==> src/rtl/ram8_arb_pkg.sv <==
// ram8_arb_pkg
//   Shared encodings for the RAM8 two-port arbiter.
//   - state_t : access sequencer states
//   - RW_*    : mem_rw / requester we encoding
//   - ID_*    : requester identifiers; also the bit index of each
//               requester inside the 2-bit req/grant vectors
package ram8_arb_pkg;

    typedef enum logic [1:0] {
        ST_IDLE   = 2'd0,
        ST_ACCESS = 2'd1,
        ST_RESP   = 2'd2
    } state_t;

    localparam logic RW_READ  = 1'b0;
    localparam logic RW_WRITE = 1'b1;

    localparam logic ID_A = 1'b0;
    localparam logic ID_B = 1'b1;

endpackage

==> src/rtl/ram8_arbiter_rr_arb2.sv <==
// rr_arb2
//   Two-way round-robin arbiter.
//   Ports:
//     clk      in   system clock, rising edge
//     reset    in   asynchronous active-high reset (pointer -> A)
//     req      in   [1:0] request vector, bit ID_A = A, bit ID_B = B
//     advance  in   the current grant has been taken; move the pointer
//     grant    out  [1:0] one-hot grant (all zero when nobody requests)
//     pointer  out  registered priority pointer (side that wins a tie)
//
//   The grant is combinational from req and the registered pointer; the
//   caller registers whatever it derives from it.
module rr_arb2
    import ram8_arb_pkg::*;
(
    input  logic       clk,
    input  logic       reset,
    input  logic [1:0] req,
    input  logic       advance,
    output logic [1:0] grant,
    output logic       pointer
);

    always_comb begin
        // NOTE: every always_comb output gets a default first, so no path
        // can leave it unassigned and infer a latch.
        grant = 2'b00;
        if (req == 2'b11) begin
            grant[pointer] = 1'b1;
        end else begin
            grant = req;
        end
    end

    // The side that just won loses the next tie.
    always_ff @(posedge clk or posedge reset) begin
        if (reset) begin
            pointer <= ID_A;
        end else if (advance) begin
            // NOTE: sequential state uses non-blocking assignments so every
            // flop samples pre-edge values regardless of process order.
            pointer <= grant[ID_A] ? ID_B : ID_A;
        end
    end

endmodule

==> src/rtl/ram8_arbiter.sv <==
// ram8_arbiter
//   Shares one RAM8 (8 x 16-bit register file) between requesters A and B.
//   A round-robin arbiter picks a winner in IDLE; its command is latched,
//   driven onto the RAM pins for exactly one ACCESS cycle, and the winner
//   gets a one-cycle ack in RESP. Every output is a flop.
//   Ports:
//     clk, reset                  clock / asynchronous active-high reset
//     a_req, a_we, a_addr, a_wdata  requester A command (held until a_ack)
//     a_ack                       one-cycle pulse: A's access completed
//     b_req, b_we, b_addr, b_wdata, b_ack   same for requester B
//     rdata                       read data, valid while a_ack/b_ack is high
//     mem_en, mem_rw, mem_addr, mem_wdata   to RAM8 en / rw / address / in
//     mem_rdata                   from RAM8 out (combinational read port)
//     busy                        high whenever the sequencer is not IDLE
module ram8_arbiter
    import ram8_arb_pkg::*;
#(
    parameter int DATA_W = 16,
    parameter int ADDR_W = 3
) (
    input  logic              clk,
    input  logic              reset,
    input  logic              a_req,
    input  logic              a_we,
    input  logic [ADDR_W-1:0] a_addr,
    input  logic [DATA_W-1:0] a_wdata,
    output logic              a_ack,
    input  logic              b_req,
    input  logic              b_we,
    input  logic [ADDR_W-1:0] b_addr,
    input  logic [DATA_W-1:0] b_wdata,
    output logic              b_ack,
    output logic [DATA_W-1:0] rdata,
    output logic              mem_en,
    output logic              mem_rw,
    output logic [ADDR_W-1:0] mem_addr,
    output logic [DATA_W-1:0] mem_wdata,
    input  logic [DATA_W-1:0] mem_rdata,
    output logic              busy
);

    state_t state_q, state_d;

    logic [1:0]        req, grant;
    logic              pointer;
    logic              win, sel_id, sel_we;
    logic [ADDR_W-1:0] sel_addr;
    logic [DATA_W-1:0] sel_wdata;
    logic              cmd_we;

    logic cmd_load, rdata_load;
    logic mem_en_d, mem_rw_d, a_ack_d, b_ack_d, busy_d;

    // Bit position in req/grant equals the requester id.
    assign req = {b_req, a_req};

    // The pointer moves as soon as a grant is taken. It is only consulted in
    // IDLE, so this is indistinguishable from moving it at the end of RESP,
    // and during ACCESS/RESP it always names the side that is NOT being
    // served -- which is how the ack is steered below.
    rr_arb2 u_arb (
        .clk     (clk),
        .reset   (reset),
        .req     (req),
        .advance (cmd_load),
        .grant   (grant),
        .pointer (pointer)
    );

    // Winner's command mux.
    always_comb begin
        win       = |grant;
        sel_id    = grant[ID_B];
        sel_we    = (sel_id == ID_B) ? b_we    : a_we;
        sel_addr  = (sel_id == ID_B) ? b_addr  : a_addr;
        sel_wdata = (sel_id == ID_B) ? b_wdata : a_wdata;
    end

    // State register.
    always_ff @(posedge clk or posedge reset) begin
        if (reset) begin
            state_q <= ST_IDLE;
        end else begin
            state_q <= state_d;
        end
    end

    // Next-state logic.
    always_comb begin
        state_d = state_q;
        unique case (state_q)
            ST_IDLE:   if (win) state_d = ST_ACCESS;
            ST_ACCESS: state_d = ST_RESP;
            ST_RESP:   state_d = ST_IDLE;
            default:   state_d = ST_IDLE;
        endcase
    end

    // Output logic: next values of the registered outputs, so each output
    // flop holds the value belonging to the state being entered.
    always_comb begin
        cmd_load   = (state_q == ST_IDLE) && win;
        mem_en_d   = cmd_load;
        mem_rw_d   = cmd_load && (sel_we == RW_WRITE);
        a_ack_d    = (state_q == ST_ACCESS) && (pointer == ID_B);
        b_ack_d    = (state_q == ST_ACCESS) && (pointer == ID_A);
        busy_d     = (state_d != ST_IDLE);
        rdata_load = (state_q == ST_ACCESS) && (cmd_we == RW_READ);
    end

    // Output and command registers. mem_addr/mem_wdata double as the latched
    // command, so later changes on the requester inputs cannot reach the RAM.
    always_ff @(posedge clk or posedge reset) begin
        if (reset) begin
            mem_en    <= 1'b0;
            mem_rw    <= RW_READ;
            a_ack     <= 1'b0;
            b_ack     <= 1'b0;
            busy      <= 1'b0;
            cmd_we    <= RW_READ;
            mem_addr  <= '0;
            mem_wdata <= '0;
            rdata     <= '0;
        end else begin
            mem_en <= mem_en_d;
            mem_rw <= mem_rw_d;
            a_ack  <= a_ack_d;
            b_ack  <= b_ack_d;
            busy   <= busy_d;
            if (cmd_load) begin
                cmd_we    <= sel_we;
                mem_addr  <= sel_addr;
                mem_wdata <= sel_wdata;
            end
            // RAM read data is valid during ACCESS; capture at its closing edge.
            if (rdata_load) begin
                rdata <= mem_rdata;
            end
        end
    end

endmodule

==> config.mk <==
export PLATFORM = sky130hd
export DESIGN_NAME = ram8_arbiter
export DESIGN_NICKNAME = d
export VERILOG_FILES = /design/src/rtl/ram8_arb_pkg.sv /design/src/rtl/ram8_arbiter_rr_arb2.sv /design/src/rtl/ram8_arbiter.sv
export SDC_FILE = /design/constraint.sdc
export NUM_CORES = 1
export LEC_CHECK = 0
export CORE_UTILIZATION = 50
export CTS_CLUSTER_SIZE = 40
export DETAILED_ROUTE_END_ITERATION = 8
export DONT_BUFFER_PORTS = 1
export PLACE_DENSITY = 0.75
export SYNTH_ARGS = -nofsm -noshare
export SYNTH_HDL_FRONTEND = slang
export SYNTH_SLANG_ARGS = --single-unit
==> constraint.sdc <==
create_clock -name clk -period 1.4 [get_ports clk]
set_input_delay 0.42 -clock clk [delete_from_list [all_inputs] [get_ports clk]]
set_output_delay 0.42 -clock clk [all_outputs]
set_load 0.005 [all_outputs]
==> results of run 1 <==
routing by layer:
metal	vias up	track usage (%)	share of wire, %
met2	74	38.8	53
met4	0	12.5	3.0
met3	14	5.00	7.3
met5	-	0	0
met1	662	23.5	36
li1	634	-	-
worst max-delay path, delay by kind of cell (launching register included):
family	cells	cell delay [ns]
mux	1	0.31
buf+inv	1	0.16
flops	1	0.39
simple gates	2	0.34
cell families after synthesis:
kind of cell	share of synthesized area, %
AO/OA/AOI/OAI	17.6
flip-flops	56.9
AND/OR/NAND/NOR	9.37
buffers and inverters	4.85
multiplexers	11.2
cell type report:
class	count	area share [%]
sequential	44	50.5
multi-input combinational	109	34.0
timing repair buffer	14	5.97
clock buffer	7	4.42
tap	48	2.75
clock inverter	1	1.38
inverter	5	1.03
cells in the final DEF, fill, tap and decap left out, drive strengths merged:
cell,count
dfrtp,44
a21oi,22
a31oi,21
o21ai,20
nand3,20
mux2,16
buf,14
clkbuf,7
inv,4
nor2,3
nand2b,2
nand2,2
or2,1
nor2b,1
and2,1
clkinvlp,1
bufinv,1
path summary, 6_finish.rpt:
kind	to	slack (ns)	depth (start not counted)
min	mem_wdata[9]	0.03	2
max in group asynchronous	state_q[1]	1.07	2
max	rdata[9]	0.09	4
min in group clk	u_arb.pointer	0.22	1
min reg2reg	rdata[4]	0.54	1
max reg2reg	rdata[9]	0.09	4
stage by stage:
step / hold WS, ns / power [mW] / setup WS [ns]
6_report: 0.0291 / 5.22 / 0.0904
5_1_grt: 0.0362 / 5.55 / 0.0410
4_1_cts: 0.0319 / 5.26 / 0.0819
3_5_place_dp: 0.354 / 4.21 / 0.0883
3_3_place_gp: 0.341 / 4.06 / 0.135
2_1_floorplan: 0.424 / 3.67 / 0.136
flip-flops by register name, indices dropped and copies added (netlist names):
signal and flops:
a_ack 1, b_ack 1, busy 1, cmd_we 1
mem_addr 3, mem_en 1, mem_rw 1, mem_wdata 16
rdata 16, state_q 2, u_arb.pointer 1
power by group:
| part | switching, mW | leakage, nW | internal (mW) |
|---|---|---|---|
| Sequential | 0.515 | 0.514 | 1.92 |
| Clock | 0.419 | 0.0645 | 0.630 |
| Combinational | 0.845 | 0.351 | 0.893 |
| Total | 1.78 | 0.929 | 3.44 |
==> impl_metrics.toml, run 1 <==
[synthesis]
synth.avg_cell_area_sq_um = 11.2
synth_top_cell_by_area = "dfrtp_1"
synth.distinct_cells = 22
dominantRegCellSynth = "dfrtp_1"
netlist_area_sq_um = 1940
yosys.cell_count.top_type = "dfrtp_1"
synth_top_area_share_pct = 56.9
synth-edff-count = 0
synth_warnings = 0
syn_nets = 233
async_flop_share_pct = 100
yosysSeqAreaShare_pct = 56.9
synth_area_leaders = "dfrtp_1, mux2_4, a31oi_1, a21oi_1, nand3_1"
yosys_register_bits = 44
synthTopCellsByCount = "dfrtp_1, a21oi_1, a31oi_1"
postSynthCellCount = 173

[grt]
track_usage_pct = 21.8
grt_max_degree = 28
antenna_found_initial = 0
grt_pass1_wl_mm = 6.56
gr-total-overflow = 0
grt_pass1_vias = 1455

[layout]
final_area_sq_um = 2180
drive_gt1_share_pct = 25.0
final_nets = 239
multiInputGateArea_sq_um = 741
n_fill_cell = 312
syn_to_final_growth_pct = 12.7
fin_util_pct = 59.1
antenna_cells = 0
layout.cells.non_filler = 228
ff_latch_area_sq_um = 1100

[floorplan]
num_rows = 22
start_util_pct = 52.5
core_area_sq_um = 3690
die_area_sq_um = 4120
die_h_um = 64.2
ioPinCount = 100
die_x_um = 64.2

[cts]
cts.htree.levels = 2
clkSinkCount = 44
clockBufferDepth = 2
cts_tree = "yes"
cts_resized = 0
worstSkewPairLatency_ns = 0.29
cts_setup_buffers = 0
clkTransAtPathRegs_ns = 0.09
clock-root-buffer = "clkbuf_8"
hold_buffers = 0
cts_made_buffers = 5

[drt]
routed_wl_mm = 4.31
viasPerCell = 6.07
drt_iter0_markers = 66
first_pass_iters = 4
drc = 0
vias = 1384
postRouteAntennaNets = 0
wl_per_cell_um = 18.9

[critical_path]
crit_path_cell_trace = "nand2b_4 -> nor2_8 -> buf_12 -> mux2_4"
crit_arrival_ns = 1.49
reg2reg_from = "state_q[1]"
endpoint_kind = "flip-flop"
path_class = "flip-flop to flip-flop"
start_kind = "flip-flop"
cp-startpoint = "state_q[1]"
cp_data_required_time_ns = 1.58
critical_path_peak_fanout = 10
cpPeakStageDelay_ns = 0.39
slowest_stage = "dfrtp_1"

[sta]
fin_setup_tns_ns = 0
period_needed_ns = 1.31
maxSlewHeadroom_pct = 77.6
setup_viol_count_final = 0
tightest_slew_ns = 0.336
fmax_mhz = 764
fin_crit_sh_pct = 93.5
slew_viol_final = 0
rsz0062_at_grt = "false"
finalClockSkew_ns = 0.00988
final_hold_viol_count = 0

[place]
gp_congestion = 0.705
placed_area_sq_um = 2050
port_buffers = 0
hpwl_mm = 3.15
placed_cells = 220

[pwr]
power_leakage_nw = 0.929
powerDensity_nw_per_um2 = 2390
irDropWorstVdd_mv = 0.935

[worst_hold_path]
worstHoldPathType = "input pin to async pin"

[outcome]
status = "finished clean"

[flow_run]
drv_cap = 0
No activity file was read; power rests on OpenSTA's default activity.
==> run 2, diff against run 1 <==
--- a/config.mk
+++ b/config.mk
@@ -5,11 +5,13 @@
 export SDC_FILE = /design/constraint.sdc
 export NUM_CORES = 1
 export LEC_CHECK = 0
+export CORE_MARGIN = 10
 export CORE_UTILIZATION = 50
 export CTS_CLUSTER_SIZE = 40
 export DETAILED_ROUTE_END_ITERATION = 8
 export DONT_BUFFER_PORTS = 1
 export PLACE_DENSITY = 0.75
+export REMOVE_ABC_BUFFERS = 1
 export SYNTH_ARGS = -nofsm -noshare
 export SYNTH_HDL_FRONTEND = slang
 export SYNTH_SLANG_ARGS = --single-unit
==> run 2 against run 1 <==
Effect of this change: register-to-register slack got worse by 0.02 ns; flip-flop and latch count unchanged; global-route usage decreased by 5.7 points; sequential power increased by 2%; non-clock buffer count decreased by 2; clock power decreased by 9%; count of clock-buffer cells in the layout decreased by 2; wire length increased by 22%; highest routed layer unchanged.
==> impl_metrics.toml, run 2 (synthesized netlist as in run 1, its figures left out) <==
[grt]
grt_pass1_wl_mm = 8.25
grt_max_degree = 45
track_usage_pct = 16.0
antenna_found_initial = 0
gr-total-overflow = 0
grt_pass1_vias = 1564

[sta]
rsz0062_at_grt = "false"
fin_ws_ns = 0.0721
whs_ns = 0.0329
period_needed_ns = 1.33
fmax_mhz = 753
fin_crit_sh_pct = 94.9
finalClockSkew_ns = 0.0128
final_hold_viol_count = 0
maxSlewHeadroom_pct = 67.4
setup_viol_count_final = 0
slew_viol_final = 0
tightest_slew_ns = 0.489

[layout]
most-common-layout-cells = "dfrtp_1, a21oi_1, a31oi_1, o21ai_0, nand3_1"
drive_gt1_share_pct = 24.2
top_regs = "mem_wdata (16), rdata (16), mem_addr (3)"
fin_util_pct = 58.3
final_nets = 237
antenna_cells = 0
syn_to_final_growth_pct = 11.9
final_common_cell = "dfrtp_1"
layout.cells.non_filler = 226

[cts]
cts.htree.levels = 2
clkSinkCount = 44
clockBufferDepth = 2
worstSkewPairLatency_ns = 0.30
cts_made_buffers = 5
clock-root-buffer = "clkbuf_8"
clkTransAtPathRegs_ns = 0.09
hold_buffers = 0
cts_tree = "yes"

[critical_path]
cp_data_required_time_ns = 1.57
reg2reg_to = "rdata[12]"
crit_arrival_ns = 1.50
r2r.worst_path.cells = 4
critical_path_peak_fanout = 8
endpoint_kind = "flip-flop"
reg2reg_from = "state_q[1]"
path_class = "flip-flop to flip-flop"
start_kind = "flip-flop"
r2r_slack_ns = 0.07

[place]
hpwl_mm = 3.94
dp_worst_setup_slack_ns = -0.0876
placed_cells = 213
gp_congestion = 0.793
port_buffers = 0

[drt]
vias = 1431
drt_iter0_markers = 26
wl_per_cell_um = 23.2
first_pass_iters = 4
drc = 0
viasPerCell = 6.33
routed_wl_mm = 5.24
postRouteAntennaNets = 0

[floorplan]
start_util_pct = 52.1
ioPinCount = 100
die_x_um = 82.2
die_area_sq_um = 6760
num_rows = 22
core_area_sq_um = 3720
die_h_um = 82.2

[pwr]
power_leakage_nw = 0.924
powerDensity_nw_per_um2 = 2410
irDropWorstVdd_mv = 0.852

[outcome]
status = "finished clean"

[worst_hold_path]
worstHoldPathType = "input pin to async pin"

[flow_run]
drv_cap = 0
[run 2: how the worst max path moves through the flow]
stage	startpoint	endpoint	slack, ns	cells past startpoint
floorplan	state_q[0]	cmd_we	-0.12	4
global placement	a_req	cmd_we	0.04	3
detailed placement	a_req	cmd_we	-0.09	3
CTS	state_q[1]	rdata[12]	0.02	3
global route	state_q[1]	rdata[14]	0.009	4
finish	state_q[1]	rdata[12]	0.07	4
[run 2: layer usage]
metal | global-route usage, % | vias up | part of all wire (%)
li1 | - | 634 | -
met4 | 4.59 | 0 | 1.3
met2 | 23.8 | 108 | 44
met1 | 18.2 | 681 | 36
met3 | 11.3 | 8 | 19
met5 | 0 | - | 0
[run 2: final cells by class]
| cell class | instances | area, sq um |
|---|---|---|
| timing repair buffer | 12 | 128 |
| tap | 48 | 60.1 |
| sequential | 44 | 1100 |
| clock inverter | 3 | 42.5 |
| clock buffer | 5 | 68.8 |
| inverter | 5 | 20.0 |
| fill | 310 | 1550 |
| multi-input combinational | 109 | 746 |
[run 2: through the flow]
stage	power (mW)	cell area, sq um	TNS, ns
floorplan	3.56	1860	-4.61
global placement	4.03	2000	0
CTS	5.17	2110	0
finish	5.21	2170	0
global route	5.60	2170	0
detailed placement	4.19	2000	-0.545
[run 2: power by group]
part | internal, mW | switching (mW)
Combinational | 0.899 | 0.873
Clock | 0.528 | 0.425
Sequential | 1.92 | 0.574
[run 2: critical path: stages (launching register included)]
cell      delay (ns)
dfrtp_1         0.40
nand2b_4        0.18
nor2_8          0.16
buf_12          0.14
mux2_2          0.33
[run 2: repair_timing]
item,CTS,global route
buffers inserted,0,5
pin swaps,0,1
cloned,0,0
gates resized for setup,1,1
setup endpoints to repair,6,10
